--- config.mk ---
export PLATFORM = sky130hd
export DESIGN_NAME = mem_port_arbiter
export DESIGN_NICKNAME = d
export VERILOG_FILES = /design/src/rtl/mem_port_arbiter.sv
export SDC_FILE = /design/constraint.sdc
export NUM_CORES = 1
export LEC_CHECK = 0
export CAP_MARGIN = 25
export CORE_AREA = 5 5 129 131
export CTS_CLUSTER_DIAMETER = 80
export DETAILED_ROUTE_END_ITERATION = 10
export DIE_AREA = 0 0 134 136
export GPL_TIMING_DRIVEN = 0
export PLACE_DENSITY = 0.86
export REMOVE_ABC_BUFFERS = 1
export SLEW_MARGIN = 25
export SYNTH_ARGS = -nofsm -noshare
export SYNTH_HDL_FRONTEND = slang
export SYNTH_SLANG_ARGS = --single-unit
--- constraint.sdc ---
create_clock -name clk -period 11.8 [get_ports clk]
set_input_delay 2.36 -clock clk [delete_from_list [all_inputs] [get_ports clk]]
set_output_delay 2.36 -clock clk [all_outputs]
set_load 0.05 [all_outputs]
--- src/rtl/mem_port_arbiter.sv ---
// Round-robin arbiter sharing one memory port between instruction fetch and load/store,
// one outstanding transaction at a time, with a WAIT-state timeout that aborts with zero data.
module mem_port_arbiter #(
  parameter int unsigned TIMEOUT = 256
) (
  input  logic        clk,
  input  logic        reset,
  input  logic        ifu_req_valid,
  output logic        ifu_req_ready,
  input  logic [31:0] ifu_addr,
  output logic        ifu_resp_valid,
  output logic [31:0] ifu_rdata,
  input  logic        lsu_req_valid,
  output logic        lsu_req_ready,
  input  logic [31:0] lsu_addr,
  input  logic        lsu_wen,
  input  logic [31:0] lsu_wdata,
  input  logic [3:0]  lsu_wmask,
  output logic        lsu_resp_valid,
  output logic [31:0] lsu_rdata,
  output logic        mem_req_valid,
  input  logic        mem_req_ready,
  output logic [31:0] mem_addr,
  output logic        mem_wen,
  output logic [31:0] mem_wdata,
  output logic [3:0]  mem_wmask,
  input  logic        mem_resp_valid,
  input  logic [31:0] mem_rdata,
  output logic        timeout_err
);

  typedef enum logic [1:0] {
    S_IDLE = 2'd0,
    S_REQ  = 2'd1,
    S_WAIT = 2'd2,
    S_RESP = 2'd3
  } state_t;

  localparam logic [15:0] LP_LIMIT = 16'(TIMEOUT - 32'd1);
  localparam logic        OWN_IFU  = 1'b0;
  localparam logic        OWN_LSU  = 1'b1;

  state_t      r_state;
  state_t      w_next_state;
  logic        r_last_grant;
  logic        r_owner;
  logic        r_abort;
  logic [15:0] r_cnt;
  logic [31:0] r_addr;
  logic        r_wen;
  logic [31:0] r_wdata;
  logic [3:0]  r_wmask;
  logic [31:0] r_ifu_rdata;
  logic [31:0] r_lsu_rdata;
  logic        w_grant_ifu;
  logic        w_grant_lsu;
  logic        w_cnt_hit;

  assign w_cnt_hit = (r_cnt == LP_LIMIT);

  // State register
  always_ff @(posedge clk or posedge reset) begin
    if (reset) begin
      r_state <= S_IDLE;
    end else begin
      r_state <= w_next_state;
    end
  end

  // Arbitration and next-state decode
  always_comb begin
    w_next_state = r_state;
    w_grant_ifu  = 1'b0;
    w_grant_lsu  = 1'b0;
    case (r_state)
      S_IDLE: begin
        if (ifu_req_valid && lsu_req_valid) begin
          if (r_last_grant == OWN_IFU) begin
            w_grant_lsu = 1'b1;
          end else begin
            w_grant_ifu = 1'b1;
          end
        end else if (lsu_req_valid) begin
          w_grant_lsu = 1'b1;
        end else if (ifu_req_valid) begin
          w_grant_ifu = 1'b1;
        end else begin
          w_grant_ifu = 1'b0;
          w_grant_lsu = 1'b0;
        end
        if (w_grant_ifu || w_grant_lsu) begin
          w_next_state = S_REQ;
        end else begin
          w_next_state = S_IDLE;
        end
      end
      S_REQ: begin
        if (mem_req_ready) begin
          w_next_state = S_WAIT;
        end else begin
          w_next_state = S_REQ;
        end
      end
      S_WAIT: begin
        // A response arriving on the last counted cycle wins over the abort
        if (mem_resp_valid || w_cnt_hit) begin
          w_next_state = S_RESP;
        end else begin
          w_next_state = S_WAIT;
        end
      end
      S_RESP: begin
        w_next_state = S_IDLE;
      end
      default: begin
        w_next_state = S_IDLE;
      end
    endcase
  end

  // Request latch, WAIT counter and response capture
  always_ff @(posedge clk or posedge reset) begin
    if (reset) begin
      r_last_grant <= OWN_IFU;
      r_owner      <= OWN_IFU;
      r_abort      <= 1'b0;
      r_cnt        <= 16'd0;
      r_addr       <= 32'd0;
      r_wen        <= 1'b0;
      r_wdata      <= 32'd0;
      r_wmask      <= 4'd0;
      r_ifu_rdata  <= 32'd0;
      r_lsu_rdata  <= 32'd0;
    end else begin
      if (w_grant_ifu) begin
        r_owner      <= OWN_IFU;
        r_last_grant <= OWN_IFU;
        r_addr       <= ifu_addr;
        r_wen        <= 1'b0;
        r_wdata      <= 32'd0;
        r_wmask      <= 4'd0;
      end else if (w_grant_lsu) begin
        r_owner      <= OWN_LSU;
        r_last_grant <= OWN_LSU;
        r_addr       <= lsu_addr;
        r_wen        <= lsu_wen;
        r_wdata      <= lsu_wdata;
        r_wmask      <= lsu_wmask;
      end
      if (r_state == S_REQ && mem_req_ready) begin
        r_cnt <= 16'd0;
      end else if (r_state == S_WAIT) begin
        r_cnt <= r_cnt + 16'd1;
      end
      if (r_state == S_WAIT) begin
        if (mem_resp_valid) begin
          r_abort <= 1'b0;
          if (r_owner == OWN_LSU) begin
            r_lsu_rdata <= mem_rdata;
          end else begin
            r_ifu_rdata <= mem_rdata;
          end
        end else if (w_cnt_hit) begin
          r_abort <= 1'b1;
          if (r_owner == OWN_LSU) begin
            r_lsu_rdata <= 32'd0;
          end else begin
            r_ifu_rdata <= 32'd0;
          end
        end
      end
    end
  end

  // Readies are the only combinational outputs; they are held low while reset is asserted
  assign ifu_req_ready  = w_grant_ifu & ~reset;
  assign lsu_req_ready  = w_grant_lsu & ~reset;

  assign mem_req_valid  = (r_state == S_REQ);
  assign mem_addr       = r_addr;
  assign mem_wen        = r_wen;
  assign mem_wdata      = r_wdata;
  assign mem_wmask      = r_wmask;

  assign ifu_resp_valid = (r_state == S_RESP) && (r_owner == OWN_IFU);
  assign lsu_resp_valid = (r_state == S_RESP) && (r_owner == OWN_LSU);
  assign timeout_err    = (r_state == S_RESP) && r_abort;
  assign ifu_rdata      = r_ifu_rdata;
  assign lsu_rdata      = r_lsu_rdata;

endmodule

==> metrics list, run 1 <==
* Area of the mapped netlist: 0.00722 mm²
- Clock-pin slew was measured on the worst setup and hold paths at 0.06 ns.
- The most used flip-flop cell after synthesis is sky130_fd_sc_hd__dfrtp_1.
- The number of antenna violations at the first check in global routing is 0.
* Crit start category: input pin
- The tree is rooted in a sky130_fd_sc_hd__clkbuf_16.
* Remaining global-route overflow: 0
- The Yosys step of the flow raised 0 warnings.
- The post-synthesis compound-gate area fraction came to 0.211.
- Number of top-level pins: 278
* Core box area: 0.0155 mm²
- The worst hold path terminates at r_cnt[15].
* Vias in the first global route: 6335
- The routed design has 21600 µm of wire.
- Worst endpoint data arrival time: 4.75 ns
- After filler insertion, the fill cell instance count of the layout stands at 1128.
- Setup violations, final: 0
* Crit Path Max Fanout: 34
* GP Congestion: 0.803
- Final hold violation count: 0
- The setup path with the least slack is of type in2out.
* Layout cell share with drive strength beyond 1: 0.103
- The worst register-to-register path has a depth of 6.
- Gate count after technology mapping: between 700 and 800
* Number of instances on the worst hold path: 1
* Share of synthesized cell area in and, or, nand and nor gates: 0.199
- Counting distinct cell types in the post-synthesis netlist gives 42.
* WHS: 0.495 ns
* # Post-CTS Setup Buffers: 0
- Result of the run: completed
- Vert. Die Dim: 136 µm
- Actual transition at the worst max-transition pin: 0.740 ns
- Count of antenna diodes in the layout: 0
- The floorplan step defined a die boundary enclosing 0.0182 mm².
- DRC errors left: 0
- For this run, the total global-route usage over all layers was measured as 0.232.
- Clock Skew: ~0.014 ns
- Leakage power of the design: ~0.0044 µW
- Using the TritonRoute via totals, the vias-per-cell ratio works out to roughly 5.3.
- TritonCTS clock tree: built
- Multiplexer fraction of the synthesized cell area: 0.00694
* Die span in x: 134 µm
- Synth Area in Adders: 0.00173
- Of the synthesized area, sequential elements account for 0.531.
* Max H-tree Level: 4
- Setup repair after global routing left no endpoint under its margin.
* Cts-stage hold buffer count: 0
* DRC violation total after the first TritonRoute iteration: 437
- Yosys mapped a number of flops with a built-in enable equal to 0.
- CP Capture Type: output port
- A synthesized cell averages 9.56 µm².
- Register-to-Register Setup Slack: 9.48 ns
* Post-detail-place hpwl: 15400 µm
- Post-Route Setup TNS: 0 ns
- The count of buffers added on input and output ports is 277.
* Async S/R FF share, synth: 1.00
- Maximum number of pins on one net before global-route repair: 84
- In the layout the commonest cells are sky130_fd_sc_hd__clkdlybuf4s50_1 (276), sky130_fd_sc_hd__dfrtp_1 (153), sky130_fd_sc_hd__nand2_1 (120), sky130_fd_sc_hd__nor2_1 (102), sky130_fd_sc_hd__a21oi_1 (68).
- Worst flop-to-flop path endpoint: lsu_rdata[14]
- Number of gates resized after CTS: 0
- Worst min-delay path class: reg2reg
* Num CTS Buffers: 17
- In this run the core area contains 46 standard-cell rows.
* Total number of vias: 6467
- Detailed-router iteration count before antenna repair: 6
* Max-slew violation count: 0
- In this run, synthesis produced a sequential element count of 153.
- The first global-routing pass estimated 33600 µm of wire.
- For this run, the post-layout net count is about 1100.
* WL per Instance: 17.9 µm
- STA puts the critical path data required time at 9.44 ns.
- The routed design could run at a clock period as short as 7.11 ns.
- Crit share post-route: 0.602
- Across the run, the number of max-cap violations was 0.
- The detail route stage leaves a number of antenna-violating nets equal to 0.
* Clock Sink Count: 153
- FF+latch area: roughly 0.0038 mm²
* Area of combinational cells with multiple inputs: 0.00306 mm²
- Leaving out fill and tap cells, the most frequent cell in the layout is sky130_fd_sc_hd__clkdlybuf4s50_1.
- In this run the most critical hold path is launched from r_cnt[15].
* Initial standard-cell utilization of the core: 0.466
- For this design the ratio of total power to cell area is 294 mW/mm².
- F_max: 141 MHz
* Maximum clock path buffer count: 2
- P&R area growth vs syn: 48.1%
* Worst slew margin relative to its limit: 0.506
- Of the total synthesized cell area, the portion taken by XOR and XNOR cells is 0.
- For the worst-skew pair, the clock arrives at the later sink with an insertion delay of roughly 0.42 ns.
- VDD sags by at most 0.224 mV.
* Largest family of logic cells by synthesized area: compound AO/OA/AOI/OAI gates
[Yosys cell counts, types with 6 or more instances]
cell | instances | area [µm²]
sky130_fd_sc_hd__nor2_1 | 102 | 383
sky130_fd_sc_hd__nand3_1 | 6 | 30.0
sky130_fd_sc_hd__a22o_1 | 37 | 324
sky130_fd_sc_hd__buf_2 | 25 | 125
sky130_fd_sc_hd__dfrtp_1 | 153 | 3830
sky130_fd_sc_hd__a31oi_1 | 32 | 200
sky130_fd_sc_hd__nand2_1 | 120 | 450
sky130_fd_sc_hd__a21oi_1 | 68 | 340
sky130_fd_sc_hd__clkbuf_1 | 19 | 71.3
sky130_fd_sc_hd__o21ai_2 | 50 | 438
sky130_fd_sc_hd__nand2b_1 | 65 | 407
sky130_fd_sc_hd__o21ai_0 | 19 | 95.1
[routing by layer]
layer	vias up	wire, µm	global-route usage
li1	3101	-	-
met4	0	611	0.0863
met5	-	0	0
met2	191	11300	0.395
met3	38	983	0.0389
met1	3137	8720	0.298
[report_power, final]
part / internal [µW] / switching (µW) / leakage [µW]
sequential: 732 / 149 / 0.00172
combinational: 599 / 1150 / 0.00241
clock: 281 / 232 / 0.000268
[sequential cells by signal (all words and copies together), names as in the netlist, named ones only]
register and flops:
ifu_rdata 32, lsu_rdata 32, mem_addr 32, mem_wdata 32, r_cnt 16, mem_wmask 4, mem_wen 1, r_abort 1
r_owner 1, r_state 1
[how the worst max path moves through the flow]
stage                              from            end  slack [ns]  depth (start not counted)
final                     ifu_req_valid  lsu_req_ready        4.69                          5
after global routing      ifu_req_valid  lsu_req_ready        4.55                          5
after CTS                 ifu_req_valid  lsu_req_ready        4.68                          5
after detailed placement  ifu_req_valid  lsu_req_ready        4.69                          5
after global placement            reset   ifu_rdata[6]        2.96                          2
after floorplan           lsu_req_valid  ifu_req_ready        4.78                          3
[critical path: stages]
cell and delay (ns):
sky130_fd_sc_hd__clkdlybuf4s50_1 0.52, sky130_fd_sc_hd__nand2_1 0.14, sky130_fd_sc_hd__nand3_2 0.58, sky130_fd_sc_hd__nor2_1 0.27, sky130_fd_sc_hd__clkdlybuf4s50_1 0.86
[per-stage QoR]
step           utilization  area [µm²]  setup WS, ns  total power (µW)  cells
2_1_floorplan            -        6860          4.78              1990    697
3_3_place_gp         0.638        9870          2.96              2580   1166
3_5_place_dp         0.654       10100          4.69              2630   1177
4_1_cts              0.690       10700          4.68              3160   1209
5_1_grt              0.690       10700          4.55              3280   1209
6_report             0.690       10700          4.69              3140   1209
[logic make-up after synthesis]
family | Yosys count
DFF | 153
and+or+nand+nor | 314
muxes | 5
adders and majority gates | 1
buffers and inverters | 61
AOI/OAI and AO/OA | 221
[area by class of cell]
cell class	instances	area share
Tap cell	192	0.0225
Clock inverter	13	0.0103
Multi-Input combinational cell	541	0.286
Sequential cell	153	0.358
Timing Repair Buffer	288	0.279
Clock buffer	19	0.0415
Inverter	3	0.00176
No activity file was read; power rests on OpenSTA's default activity.
==> inputs of run 2 (changes only) <==
--- a/config.mk
+++ b/config.mk
@@ -6,12 +6,12 @@
 export NUM_CORES = 1
 export LEC_CHECK = 0
 export CAP_MARGIN = 25
-export CORE_AREA = 5 5 129 131
+export CORE_AREA = 5 5 141 143
 export CTS_CLUSTER_DIAMETER = 80
 export DETAILED_ROUTE_END_ITERATION = 10
-export DIE_AREA = 0 0 134 136
+export DIE_AREA = 0 0 146 148
 export GPL_TIMING_DRIVEN = 0
-export PLACE_DENSITY = 0.86
+export PLACE_DENSITY = 0.76
 export REMOVE_ABC_BUFFERS = 1
 export SLEW_MARGIN = 25
 export SYNTH_ARGS = -nofsm -noshare
==> constraint.sdc (replaced) <==
create_clock -name clk -period 6.1 [get_ports clk]
set_input_delay 1.22 -clock clk [delete_from_list [all_inputs] [get_ports clk]]
set_output_delay 1.22 -clock clk [all_outputs]
set_load 0.05 [all_outputs]
==> run 2 against run 1 <==
  * Global-route usage shrank 3.5 points
  * Non-clock buffer count grew 1
  * Sequential power grew 93%
  * Clock power grew 110%
  * Cell area grew 1.2%
  * Total power grew 96%
  * Critical path type unchanged
  * Die area grew 19%
  * Via count is essentially flat
  * Critical path depth is the same
  * Register-to-register slack lost 5.6 ns
  * Setup slack lost 3.4 ns
  * Highest routed layer unchanged
==> metrics list, run 2 (synthesis gave the netlist of run 1 again) <==
- The overall die width is 146 µm (+9.0%).
- Number of antenna violations at the first check in global routing: 0 (unchanged)
- Vias per std cell: 5.17 (-3.4%)
* Leakage power of the design: 0.00443 µW (+0.74%)
- The overall power after layout was 6140 µW (+96%).
- Worst endpoint data arrival time: 3.59 ns (-1.16 ns)
- The count of vias placed by the detailed router came to 6470 (+0.046%).
* Final hold violation count: 0 (unchanged)
- Setup repair after global routing left no endpoint under its margin.
- DRC violation total after the first TritonRoute iteration: 389 (-11%)
* Vert. Die Dim: 148 µm (+8.8%)
- The clock insertion delay at the later pin of the skew report came to 0.43 ns (about the same).
- Floorplan die area: 0.0216 mm² (+19%)
* Row Count: 50 (+8.7%)
* Filler instances: 1585 (+41%)
* Area of combinational cells with multiple inputs: 0.00306 mm² (unchanged)
- Actual transition at the worst max-transition pin: 0.728 ns (-0.0121 ns)
* Placed insts: 1220 (+3.7%)
- Number of gates resized after CTS: 0 (unchanged)
- The critical path required time came to 4.88 ns (-4.56 ns).
- Layout cell share with drive strength beyond 1: 0.105 (+0.00186)
- The final worst clock skew was 0.0115 ns (-0.00276 ns).
- Of the available clock period, the critical path in the final layout requires 0.789.
- Worst slew margin relative to its limit: 0.514 (+0.00805)
- Critical Setup Path Class: in2out
* Remaining global-route overflow: 0 (unchanged)
- Number of non-filler instances in the completed layout: 1252 (+3.6%)
* Commonest non-fill, non-tap cell in the layout: sky130_fd_sc_hd__clkdlybuf4s50_1
- Post-detail-place hpwl: 15400 µm (+0.25%)
* Crit start category: input pin
- TritonCTS built the clock tree.
- The number of setup violations in the final report is 0 (unchanged).
- DRC errors left: 0 (unchanged)
* Core box area: 0.0185 mm² (+19%)
- Maximum clock path buffer count: 2 (unchanged)
- Clock-pin slew on the worst setup and hold paths: 0.07 ns (about the same)
- The starting density of the core was 0.391 (-0.0751).
- The first-pass GRT wire length is 34100 µm (+1.7%).
- WHS: 0.490 ns (-0.00452 ns)
* Cell-by-cell trace of the critical path: clkdlybuf4s50_1 -> nand2_1 -> nand3_2 -> nor2_1 -> clkdlybuf4s50_1
- Max_cap viols: 0 (unchanged)
- The number of antenna repair diodes is 0 (unchanged).
- STA classifies the critical path endpoint as an output port.
- The number of iterations in the first detailed-routing pass came to 5 (-1).
* Result of the run: completed
- Derived from the worst setup path, the maximum achievable clock frequency is a little over 200 MHz.
- Relative to the synthesized area, the layout overhead comes to 49.8%.
* Vias in the first global route: 6177 (-2.5%)
- The number of nets still failing antenna checks after routing is 0 (unchanged).
* Final WL: 21500 µm (-0.23%)
* Peak VDD IR: 0.348 mV (+55%)
- In this run the worst hold path is classified as reg2reg.
- Most used cells in the layout excluding fill and tap cells: sky130_fd_sc_hd__clkdlybuf4s50_1 (276), sky130_fd_sc_hd__dfrtp_1 (153), sky130_fd_sc_hd__nand2_1 (120), sky130_fd_sc_hd__nor2_1 (102), sky130_fd_sc_hd__a21oi_1 (68)
- The clock buffer count from CTS came to 17 (unchanged).
- Top cell by count, worst path: sky130_fd_sc_hd__clkdlybuf4s50_1
- The combined flip-flop and latch cell area came to 0.00383 mm² (unchanged).
- The number of clock sinks was 153 (unchanged).
- The routability congestion estimate came to 0.829 (+3.2%).
- WL per Instance: 17.2 µm (-3.7%)
- Among all stages on the critical path, the largest delay is contributed by sky130_fd_sc_hd__clkdlybuf4s50_1.
* Layout Nets: 1145 (+0.087%)
* # Post-CTS Setup Buffers: 0 (unchanged)
* Number of top-level pins: 278 (unchanged)
* Root cell of the clock tree: sky130_fd_sc_hd__clkbuf_16
- The top fanout value on the critical path was 34 (unchanged).
- Delay contributed by the slowest stage of the critical path: 0.84 ns (-0.02 ns)
* Post-Route Setup TNS: 0 ns (unchanged)
* Max H-tree Level: 4 (unchanged)
- The number of pins with negative max-slew slack in the final report was 0 (unchanged).
- The worst path in the final design needs a cycle of 4.81 ns, including I/O delays and setup.
- Cts-stage hold buffer count: 0 (unchanged)
- Count of input and output buffers: 277 (unchanged)
- Maximum number of pins on one net before global-route repair: 85 (+1.2%)
- Cell Pwr Density: 568 mW/mm² (+93%)
- The overall fraction of global-route tracks in use is 0.197 (-0.0346).
[run 2: metal layers]
layer / share of wire / global-route usage
met5: 0 / 0
met4: 0.031 / 0.0903
met3: 0.051 / 0.0429
met1: 0.41 / 0.251
met2: 0.51 / 0.324
[run 2: metrics by stage]
stage	cell area (µm²)	util	setup slack, ns
after floorplan	6860	-	0.759
after global placement	9930	0.538	-1.69
after detailed placement	10200	0.553	1.29
after CTS	10800	0.586	1.28
after global routing	10800	0.586	1.15
final	10800	0.586	1.29
[run 2: final timing paths]
path | cells after the start | slack [ns] | end | from
setup reg to reg | 6 | 3.84 | lsu_rdata[20] | flip-flop
min in group asynchronous | 2 | 1.30 | mem_addr[28] | reset
hold / removal | 1 | 0.49 | r_cnt[15] | r_cnt[15]
setup / recovery | 5 | 1.29 | lsu_req_ready | ifu_req_valid
hold reg to reg | 1 | 0.49 | r_cnt[15] | r_cnt[15]
max in group asynchronous | 3 | 4.00 | r_cnt[8] | reset
[run 2: worst max-delay path: cells and delay by family]
kind,cells,cell delay [ns]
buf+inv,2,1.36
simple gates,3,1.00
[run 2: area by class of cell]
class,instances,area share
Sequential cell,153,0.354
Multi-Input combinational cell,541,0.283
Timing Repair Buffer,289,0.279
Inverter,3,0.00174
Clock inverter,15,0.0161
Tap cell,234,0.0271
Clock buffer,17,0.0394
[run 2: where the power goes]
part	leakage, µW	switching, µW	internal (µW)
clock network	0.000287	509	554
registers	0.00172	283	1410
logic	0.00242	2210	1170
total	0.00443	3000	3140
